File: config.mk
export PLATFORM = sky130hd
export DESIGN_NAME = flow_ctrl_fsm
export DESIGN_NICKNAME = d
export VERILOG_FILES = /design/src/rtl/flow_ctrl_fsm.sv
export SDC_FILE = /design/constraint.sdc
export NUM_CORES = 1
export LEC_CHECK = 0
export ABC_CLOCK_PERIOD_IN_PS = 2900
export CORE_ASPECT_RATIO = 0.6
export CORE_MARGIN = 2
export CORE_UTILIZATION = 40
export DETAILED_ROUTE_END_ITERATION = 10
export DONT_BUFFER_PORTS = 1
export MAX_ROUTING_LAYER = met4
export PLACE_DENSITY = 0.51
export SYNTH_ARGS = -nofsm -noshare
export SYNTH_HDL_FRONTEND = slang
export SYNTH_SLANG_ARGS = --single-unit
File: constraint.sdc
create_clock -name clk -period 2.9 [get_ports clk]
set_input_delay 0 -clock clk [delete_from_list [all_inputs] [get_ports clk]]
set_output_delay 0 -clock clk [all_outputs]
set_load 0.03 [all_outputs]
File: src/rtl/flow_ctrl_fsm.sv
// flow_ctrl_fsm: supervises NUM_CH FIFO occupancies and drives pause/continue/overflow flags.
// Ports: clk, reset (sync, active-high), init (request (re)initialisation),
//        fifo_cnt (NUM_CH x CW occupancies), th_hi_in/th_lo_in (thresholds sampled in INIT),
//        pause/cont/error_full (per channel), idle, init_out, state_o (one-hot state).
// Macro FLOW_CTRL_AUTORECOVER_EN: when defined, ERROR returns to IDLE after two all-empty cycles.
module flow_ctrl_fsm #(
  parameter int NUM_CH    = 4,
  parameter int DEPTH     = 8,
  parameter int CW        = 4,
  parameter int TH_HI_DEF = 6,
  parameter int TH_LO_DEF = 2
) (
  input  logic                 clk,
  input  logic                 reset,
  input  logic                 init,
  input  logic [NUM_CH*CW-1:0] fifo_cnt,
  input  logic [CW-1:0]        th_hi_in,
  input  logic [CW-1:0]        th_lo_in,
  output logic [NUM_CH-1:0]    pause,
  output logic [NUM_CH-1:0]    cont,
  output logic [NUM_CH-1:0]    error_full,
  output logic                 idle,
  output logic                 init_out,
  output logic [4:0]           state_o
);
  typedef enum logic [4:0] {
    S_RESET  = 5'b00001,
    S_INIT   = 5'b00010,
    S_IDLE   = 5'b00100,
    S_ACTIVE = 5'b01000,
    S_ERROR  = 5'b10000
  } state_t;
  localparam logic [CW:0] FULL = (CW+1)'(DEPTH);
  state_t state_q, state_d;
  logic [CW-1:0] th_hi_q, th_hi_d, th_lo_q, th_lo_d;
  logic [NUM_CH*CW-1:0] cnt_q;
  logic [NUM_CH-1:0] pause_q, pause_d, cont_q, cont_d, err_q, err_d, full;
  logic all_zero, th_ok;
`ifdef FLOW_CTRL_AUTORECOVER_EN
  logic zero_q, zero_d;
`endif
  always_comb begin
    for (int i = 0; i < NUM_CH; i++) full[i] = {1'b0, fifo_cnt[i*CW +: CW]} >= FULL;
    all_zero = fifo_cnt == '0;
  end
  always_comb begin
    state_d = state_q;
`ifdef FLOW_CTRL_AUTORECOVER_EN
    zero_d = 1'b0;
`endif
    unique case (state_q)
      S_RESET:  state_d = S_INIT;
      S_INIT:   state_d = init ? S_INIT : S_IDLE;
      S_IDLE:   state_d = all_zero ? S_IDLE : S_ACTIVE;
      S_ACTIVE: state_d = all_zero ? S_IDLE : S_ACTIVE;
`ifdef FLOW_CTRL_AUTORECOVER_EN
      S_ERROR: begin
        zero_d  = all_zero;
        state_d = (all_zero && zero_q) ? S_IDLE : S_ERROR;
      end
`else
      S_ERROR:  state_d = S_ERROR;
`endif
      default:  state_d = S_RESET;
    endcase
    if ((|full) && (state_q == S_IDLE || state_q == S_ACTIVE)) state_d = S_ERROR;
    if (init && state_q != S_RESET) state_d = S_INIT;
  end
  always_comb begin
    th_ok   = (th_lo_in < th_hi_in) && ({1'b0, th_hi_in} <= FULL);
    th_hi_d = (state_q == S_INIT && th_ok) ? th_hi_in : th_hi_q;
    th_lo_d = (state_q == S_INIT && th_ok) ? th_lo_in : th_lo_q;
    for (int i = 0; i < NUM_CH; i++) begin
      // hysteresis runs on the registered count, so pause lags the input by two edges
      pause_d[i] = (state_d != S_ACTIVE) ? 1'b0 :
                   (cnt_q[i*CW +: CW] >= th_hi_q) ? 1'b1 :
                   (cnt_q[i*CW +: CW] <= th_lo_q) ? 1'b0 : pause_q[i];
      cont_d[i]  = pause_q[i] && !pause_d[i] && state_q == S_ACTIVE && state_d == S_ACTIVE;
      err_d[i]   = (state_d == S_INIT) ? 1'b0 :
                   err_q[i] | (full[i] && (state_q == S_IDLE || state_q == S_ACTIVE || state_q == S_ERROR));
    end
`ifdef FLOW_CTRL_AUTORECOVER_EN
    if (state_q == S_ERROR && state_d == S_IDLE) err_d = '0;
`endif
  end
  always_ff @(posedge clk) begin
    if (reset) begin
      state_q <= S_RESET;
      th_hi_q <= CW'(TH_HI_DEF);
      th_lo_q <= CW'(TH_LO_DEF);
      cnt_q   <= '0;
      pause_q <= '0;
      cont_q  <= '0;
      err_q   <= '0;
    end else begin
      state_q <= state_d;
      th_hi_q <= th_hi_d;
      th_lo_q <= th_lo_d;
      cnt_q   <= fifo_cnt;
      pause_q <= pause_d;
      cont_q  <= cont_d;
      err_q   <= err_d;
    end
  end
`ifdef FLOW_CTRL_AUTORECOVER_EN
  always_ff @(posedge clk) zero_q <= reset ? 1'b0 : zero_d;
`endif
  assign pause      = pause_q;
  assign cont       = cont_q;
  assign error_full = err_q;
  assign idle       = state_q == S_IDLE;
  assign init_out   = state_q == S_INIT;
  assign state_o    = state_q;
endmodule

Word level (Yosys, flattened, before mapping)
Index checks and enable logic that the tools add are counted.
{ "word_totals": {"reg_bits": 41, "input_bits": 27, "out_inout_bits": 19, "wordCells": 81} }
{ "classes": {"n_reduce_logical": 30, "magnitude_cmp": 14, "n_mux": 17, "n_eq_ne": 9, "n_bitwise": 4} }
{ "ops": {"columns": ["operator", "count"], "rows": [
  ["$logic_and A1 B1 Y1", 20],
  ["$pmux W5 S4", 1],
  ["$ge A4 B4 Y1", 4],
  ["$ge A4 B4 Y1 const B", 4],
  ["$le A4 B4 Y1", 4],
  ["$logic_not A16 Y1", 1],
  ["$mux W1", 12],
  ["$eq A5 B2 Y1 const B", 2],
  ["$eq A5 B4 Y1 const B", 2],
  ["$mux W5", 2],
  ["$eq A5 B1 Y1 const B", 1],
  ["$eq A5 B3 Y1 const B", 1],
  ["$eq A5 B5 Y1 const B", 1],
  ["$ne A5 B1 Y1 const B", 1],
  ["$ne A5 B4 Y1 const B", 1],
  ["$le A4 B4 Y1 const B", 1],
  ["$logic_not A1 Y1", 4],
  ["$lt A4 B4 Y1", 1],
  ["$mux W4", 1],
  ["$or A1 B1 Y1", 4],
  ["$reduce_or A2 Y1", 2],
  ["$reduce_or A4 Y1", 1],
  ["$mux W3", 1],
  ["$logic_or A1 B1 Y1", 2]
]} }

Logic depth before layout (Yosys ltp)
Gate-level depths: netlist of the first run.
{ "depth": {"word_depth": 11, "ltp_mapped": 6, "depth_no_buf": 6} }

Worst setup path after synthesis of the first run
Ideal clock, no wire load.
{ "synth_timing": {"path_type": "register -> register", "from": "register state_q[3] (netlist: state_o[3])", "to": "register cont_q[0] (netlist: cont[0])", "path_buffers": 2, "stages_incl_launch_ff": 7, "setup_slack_ps": 642, "t_required_ps": 2839, "setup_ps": 61, "arrival_ps": 2197, "period_less_slack_ps": 2258, "path_cell_list": "dfxtp_1 clkbuf_1 xnor2_1 or4_1 or4b_1 buf_2 and4bb_1"} }
{ "synth_between": {"elab_chain_len": 11, "elab_cells_between_ends": 20, "cone_classes": "8 x eq/ne; 4 x mux; 8 x reduce/logical"} }
{ "synth_rtl": {"columns": ["element", "line", "source"], "rows": [
  ["from (decl)", "34", "state_t state_q, state_d;"],
  ["from (signal assigned)", "96", "state_q <= state_d;"],
  ["$eq A5 B3 Y1 / $eq A5 B4 Y1 (equally long branches)", "51, 66, 78", null],
  ["$reduce_or A2 Y1 (no source line) / $logic_or A1 B1 Y1 (equally long branches)", null, null],
  ["$pmux W5 S4 / $logic_and A1 B1 Y1 (equally long branches)", "51, 66", null],
  ["$mux W5", "66", "if ((|full) && (state_q == S_IDLE || state_q == S_ACTIVE)) state_d = S_ERROR;"],
  ["$mux W5", "67", "if (init && state_q != S_RESET) state_d = S_INIT;"],
  ["$ne A5 B4 Y1", "75", "pause_d[i] = (state_d != S_ACTIVE) ? 1'b0 :"],
  ["$mux W1", "75", null],
  ["$logic_not A1 Y1", "78", "cont_d[i] = pause_q[i] && !pause_d[i] && state_q == S_ACTIVE && state_d == S_ACTIVE;"],
  ["$logic_and A1 B1 Y1 (2 in series)", "78", null],
  ["$logic_and A1 B1 Y1 *", "78", null],
  ["to (signal assigned)", "101", "cont_q <= cont_d;"],
  ["to (decl)", "37", "logic [NUM_CH-1:0] pause_q, pause_d, cont_q, cont_d, err_q, err_d, full;"]
]} }
Mark *: on every way between the ends. The rest lies on a longest branch, timed or not.
A chain may end at the register's enable or synchronous reset.

Worst setup path in the final report of the first run
{ "layout_timing": {"from": "register state_q[1] (netlist: state_o[1])", "to": "register cont_q[0] (netlist: cont[0])"} }
Same word-level chain as after synthesis.

==> reports/qor.yml, run 1 <==
num_io_pins: 46
maxSlewViolCount: 0
fin_crit_sh: 0.851
synthCells: 242
vias_per_cell: 4.97
antenna_found_initial: 0
fin_nets: 337
synth_top_area_cell: "dfxtp_1"
cts_setup_buffers: 0
drc: 0
finClkSkew_ns: 0.00701
grt_max_degree: 25
yosysSeqAreaShare: 0.360
clock-sinks: 41
rsz0062_at_grt: "no"
power_density_nw_per_um2: 424
finalNonFillerCells: 356
postRouteAntennaNets: 0
async_flop_share: 0
netlist_area_um2: 2280
synth.avg_cell_area_um2: 9.42
overflow: 0
antennaDiodeCount: 0
critPathLaunchType: "flop"
layout-drive-gt1-share: 0.0616
synth_cell_types: 35
synth-edff-count: 0
grt_pass1_vias: 1772
finalHoldWorstSlack_ns: 0.0236
wire_per_inst_um: 15.3
hp-class: "input pin to flop"
ir_drop_v: 0.000219
coreArea_um2: 5540
die_h_um: 62.5
synth_top_area_share: 0.360
placedCellCount: 321
cts_tree: "done"
initial_core_util: 0.411
cp_data_arrival_time_ns: 2.72
clk_latency_ns: 0.30
port_buffers: 0
synthTopCellsByCount: "dfxtp_1, ha_1, a21oi_1, nor2b_1, inv_1"
crit_buf_inv: 0
end_kind: "flop"
tightest_slew_ns: 0.871
num_rows: 21
finalWeightedCongestion: 0.820
drtPass1Iterations: 4
via_count: 1771
synth_seq_cells: 41
root_buffer: "clkbuf_8"
fp.dieArea_um2: 6340
leakage_nw: 1.19
crit_path_max_incr_delay_ns: 0.71
grt_pass1_wl_mm: 9.16
status: "complete, no violations"
grt_usage: 0.195
first_iter_violations: 55
worstSetupPathType: "flop to flop"
tns_ns: 0
cts_max_path_buffers: 2
area_growth_syn_to_layout_pct: 20.8
h-tree-depth: 2
synth_fp_nets: 304
dp_hpwl_mm: 4.10
yosysMostFrequentCell: "dfxtp_1"
die-width_um: 101
setup_violations: 0
critPathSlowestCell: "or4b_1"
cts_buffers: 5
timing.fmax_mhz: 405
crit_chain: "or2_2 -> or4_1 -> or4b_1 -> and4bb_1"
drt-total-wl_mm: 5.45
hold_viol: 0
maxSlewHeadroom: 0.417
placed_area_um2: 2390
period_minus_slack_ns: 2.47
clk_pin_slew_ns: 0.09
drv_cap: 0
final_area_um2: 2750
synth_warnings: 0
required_ns: 3.15
crit_family: "simple AND/OR/NAND/NOR gates"
synth_flop_cell: "dfxtp_1"
synth_area_leaders: "dfxtp_1, ha_1, nor2b_1, a21oi_1, mux2i_1"
path_max_fanout: 9
-- path summary, 6_finish.rpt --
kind | start | end | slack [ns] | cells after the start
max | state_o[1] | cont[0] | 0.43 | 4
min | fifo_cnt[3] | state_o[4] | 0.02 | 3
max reg2reg | state_o[1] | cont[0] | 0.43 | 4
min reg2reg | th_hi_q[3] | th_hi_q[3] | 0.46 | 2
-- cell usage in the layout (no fill, tap or decap), drive strengths merged, types with 4 or more instances in the layout --
master and n:
dfxtp 41, o21a 5, and4bb 4, dlygate4sd3 27, nand2b 10, inv 19, a21oi 21, nand2 17
ha 35, a21o 4, a211o 5, clkbuf 5, nor2 11, nand4 4, mux2i 8, a22o 4
o211ai 4, nor2b 21, buf 4
-- tightest hold or removal path, cell delays in order --
cell,delay (ns)
or4_4,0.10
nand2_1,0.04
a21oi_1,0.14
-- report_power, final --
| group | leakage [nW] | internal [W] | switching, W |
|---|---|---|---|
| logic | 0.805 | 0.0000865 | 0.0000853 |
| registers | 0.336 | 0.000581 | 0.0000169 |
| clock network | 0.0447 | 0.000174 | 0.000223 |
| total | 1.19 | 0.000841 | 0.000326 |
-- repair_timing --
item / 4_1_cts / 5_1_grt
hold buffers: 27 / 0
resized for setup: 0 / 0
hold endpoints to repair: 31 / 0
-- sequential cells by signal, indices dropped and copies added (netlist names) --
signal,count
error_full,4
state_o,5
cont,4
th_lo_q,4
th_hi_q,4
pause,4
cnt_q,16
-- area by class of cell --
cell class | count | area (µm²)
multi-input combinational | 178 | 1370
sequential | 41 | 821
inverter | 18 | 67.6
timing repair buffer | 31 | 300
tap | 80 | 100
clock inverter | 3 | 25.0
fill | 529 | 2790
clock buffer | 5 | 68.8
-- per-layer routing --
metal / track usage / wire [µm]
met5: - / 0
met2: 0.248 / 2050
met4: 0.0507 / 51
met1: 0.298 / 3070
met3: 0.0548 / 283
-- kinds of logic (layout without fill, tap and decap cells) --
| kind of cell | count (synthesis) | count (layout) | synth area share |
|---|---|---|---|
| xor gates and xnor gates | 2 | 2 | 0.00769 |
| AOI/OAI and AO/OA | 48 | 48 | 0.148 |
| and+or+nand+nor | 85 | 85 | 0.218 |
| buffers and inverters | 23 | 57 | 0.0384 |
| adders and majority gates | 35 | 35 | 0.192 |
| DFF | 41 | 41 | 0.360 |
| muxes | 8 | 8 | 0.0351 |
-- metrics by stage --
step | worst slack, ns | utilization | total power [W]
2_1_floorplan | 0.642 | - | 0.000717
6_report | 0.433 | 0.497 | 0.00117
5_1_grt | 0.361 | 0.497 | 0.00123
3_5_place_dp | 0.440 | 0.431 | 0.000746
3_3_place_gp | 0.452 | 0.431 | 0.000746
4_1_cts | 0.426 | 0.497 | 0.00118
Power figures use the tool's default switching activity.
==> run 2, diff against run 1 <==
--- a/config.mk
+++ b/config.mk
@@ -5,6 +5,7 @@
 export SDC_FILE = /design/constraint.sdc
 export NUM_CORES = 1
 export LEC_CHECK = 0
+export ABC_AREA = 1
 export ABC_CLOCK_PERIOD_IN_PS = 2900
 export CORE_ASPECT_RATIO = 0.6
 export CORE_MARGIN = 2
==> run 2 against run 1 <==
Die area up 1.3%. Core utilization down 0.48 points. Maximum frequency up 34%. Non-clock buffer count down 3. Sequential cell count unchanged. Design area down 0.50%. Via count up 11%. Sequential power up 1%. Cell count up 19%. Clock power down 4%. Hold slack better by 0.012 ns.
==> reports/qor.yml, run 2 <==
setup_violations: 0  # unchanged
synth.avg_cell_area_um2: 7.36  # was 9.42 µm²
async_flop_share: 0  # unchanged
cts_max_path_buffers: 2  # unchanged
fp.dieArea_um2: 6420  # was 6340 µm²
drtPass1Iterations: 4  # unchanged
end_kind: "flop"  # unchanged
critPathLaunchType: "flop"  # unchanged
initial_core_util: 0.415  # was 0.411
area_growth_syn_to_layout_pct: 18.6  # was 20.8%
largest_reg_flops: 16  # unchanged
clock-sinks: 41  # unchanged
drc: 0  # unchanged
fin_nets: 406  # was 337
synth_flop_cell: "dfxtp_1"  # unchanged
period_minus_slack_ns: 1.84  # was 2.47 ns
final_cell_mix: "nor2_1, inv_1, nand2_1"  # was dfxtp_1, ha_1, dlygate4sd3_1
synthTopCellsByCount: "nor2_1, inv_1, nand2_1"  # was dfxtp_1, ha_1, a21oi_1, nor2b_1, inv_1
tns_ns: 0  # unchanged
synth_fp_nets: 376  # was 304
hold_viol: 0  # unchanged
path_max_fanout: 14  # was 9
status: "complete, no violations"  # unchanged
maxSlewHeadroom: 0.498  # was 0.417
power_w: 0.00118  # was 0.00117 W
cp_data_arrival_time_ns: 2.01  # was 2.72 ns
yosysMostFrequentCell: "nor2_1"  # was dfxtp_1
synth_area_leaders: "dfxtp_1, ha_1, nor2_1, inv_1, nand2_1"  # was dfxtp_1, ha_1, nor2b_1, a21oi_1, mux2i_1
hp-class: "input pin to flop"  # unchanged
root_buffer: "clkbuf_8"  # unchanged
grt_usage: 0.195  # about the same
leakage_nw: 1.34  # was 1.19 nW
synthCells: 314  # was 242
tightest_slew_ns: 0.751  # was 0.871 ns
finClkSkew_ns: 0.00615  # was 0.00701 ns
layout_commonest_cell: "nor2_1"  # was dfxtp_1
maxSlewViolCount: 0  # unchanged
wire_per_inst_um: 12.7  # was 15.3 µm
first_iter_violations: 58  # was 55
num_rows: 21  # unchanged
synth_cell_types: 22  # was 35
timing.fmax_mhz: 542  # was 405 MHz
fin_crit_sh: 0.636  # was 0.851
required_ns: 3.06  # was 3.15 ns
port_buffers: 0  # unchanged
synth_seq_cells: 41  # unchanged
die-width_um: 102  # was 101 µm
netlist_area_um2: 2310  # was 2280 µm²
cts_tree: "done"  # unchanged
fillers: 574  # was 529
synth_top_area_cell: "dfxtp_1"  # unchanged
postRouteAntennaNets: 0  # unchanged
drv_cap: 0  # unchanged
grt_pass1_wl_mm: 9.24  # was 9.16 mm
top_register: "cnt_q"  # unchanged
layout-drive-gt1-share: 0.0320  # was 0.0616
hold_buffers: 28  # was 27
cts_resized: 0  # unchanged
yosysSeqAreaShare: 0.355  # was 0.360
synth-edff-count: 0  # unchanged
antennaDiodeCount: 0  # unchanged
vias_per_cell: 4.64  # was 4.97
grt_max_degree: 20  # was 25
power_density_nw_per_um2: 430  # was 424 nW/µm²
holdPathStages: 3  # unchanged
die_h_um: 62.9  # was 62.5 µm
h-tree-depth: 2  # unchanged
grt_pass1_vias: 1926  # was 1772
worstSetupPathType: "flop to flop"  # unchanged
num_io_pins: 46  # unchanged
clk_pin_slew_ns: 0.08  # was 0.09 ns
synth_top_area_share: 0.355  # was 0.360
synth_warnings: 0  # unchanged
dp_hpwl_mm: 4.14  # was 4.10 mm
ir_drop_v: 0.000188  # was 0.000219 V
finalWeightedCongestion: 0.763  # was 0.820
drt-total-wl_mm: 5.39  # was 5.45 mm
clk_latency_ns: 0.29  # was 0.30 ns
via_count: 1967  # was 1771
rsz0062_at_grt: "no"  # unchanged
cts_buffers: 5  # unchanged
coreArea_um2: 5570  # was 5540 µm²
antenna_found_initial: 0  # unchanged
cts_setup_buffers: 0  # unchanged
ff2ff_path_depth: 7  # was 4
overflow: 0  # unchanged
-- run 2: changes by cell type after synthesis, sizes merged, moves of 4 or more --
| cell | delta |
|---|---|
| nand2b | -10 |
| inv | +37 |
| nand3 | +22 |
| o211ai | -4 |
| a22o | -4 |
| mux2i | -8 |
| and4bb | -4 |
| o21ai | +9 |
| nor2b | -21 |
| o21a | -4 |
| nor2 | +49 |
| nand2 | +27 |
| a211o | -5 |
| nand4 | +4 |
-- run 2: cell families (layout without fill, tap and decap cells) --
| group | after synthesis | count (layout) | synth area share |
|---|---|---|---|
| AND/OR/NAND/NOR | 142 | 142 | 0.268 |
| buffers and inverters | 60 | 90 | 0.106 |
| flip-flops | 41 | 41 | 0.355 |
| AO/OA/AOI/OAI | 36 | 36 | 0.0813 |
| adder cells (fa/ha/maj) | 35 | 35 | 0.190 |
-- run 2: worst max-delay path, cell delays in order, from the launching register on --
cell     delay (ns)
dfxtp_1        0.57
nand2_1        0.17
nor2_4         0.28
nand2_2        0.10
nor2_4         0.27
nand2_1        0.15
nand2_1        0.09
nand3_1        0.07
-- run 2: metrics by stage --
stage | setup slack [ns] | util | hold slack (ns) | area [µm²] | instances
detailed placement | 1.10 | 0.426 | 0.0747 | 2370 | 389
CTS | 1.09 | 0.492 | 0.0264 | 2740 | 424
finish | 1.06 | 0.492 | 0.0361 | 2740 | 424
global route | 0.868 | 0.492 | 0.0359 | 2740 | 424
floorplan | 1.35 | - | 0.107 | 2310 | 314
global placement | 1.16 | 0.426 | 0.0737 | 2370 | 389
-- run 2: where the power goes --
part | total [W] | internal [W] | switching, W | leakage [nW]
Sequential | 0.000603 | 0.000582 | 0.0000209 | 0.336
Combinational | 0.000195 | 0.0000866 | 0.000109 | 0.962
Clock | 0.000380 | 0.000189 | 0.000191 | 0.0443
-- run 2: layout make-up --
| type | instances | area (µm²) | area share |
|---|---|---|---|
| multi-input cells | 213 | 1240 | 0.455 |
| flip-flops and latches | 41 | 821 | 0.300 |
| repair buffers | 28 | 280 | 0.102 |
| inverters | 55 | 206 | 0.0754 |
| well taps | 80 | 100 | 0.0365 |
| clock buffers | 7 | 86.3 | 0.0315 |
-- run 2: path summary, 6_finish.rpt --
check                  start          to  slack [ns]
setup / recovery  state_o[1]  th_lo_q[1]        1.06
setup reg to reg  state_o[1]  th_lo_q[1]        1.06
hold / removal         reset     cont[1]        0.04
hold reg to reg   th_hi_q[1]  th_hi_q[1]        0.47
-- run 2: metal layers --
metal  wire [µm]  GRT usage  up-vias
met1        2910      0.280      876
met4          57     0.0683        0
met2        2210      0.264       29
li1            -          -     1057
met3         225     0.0447        5
met5           0          -        -
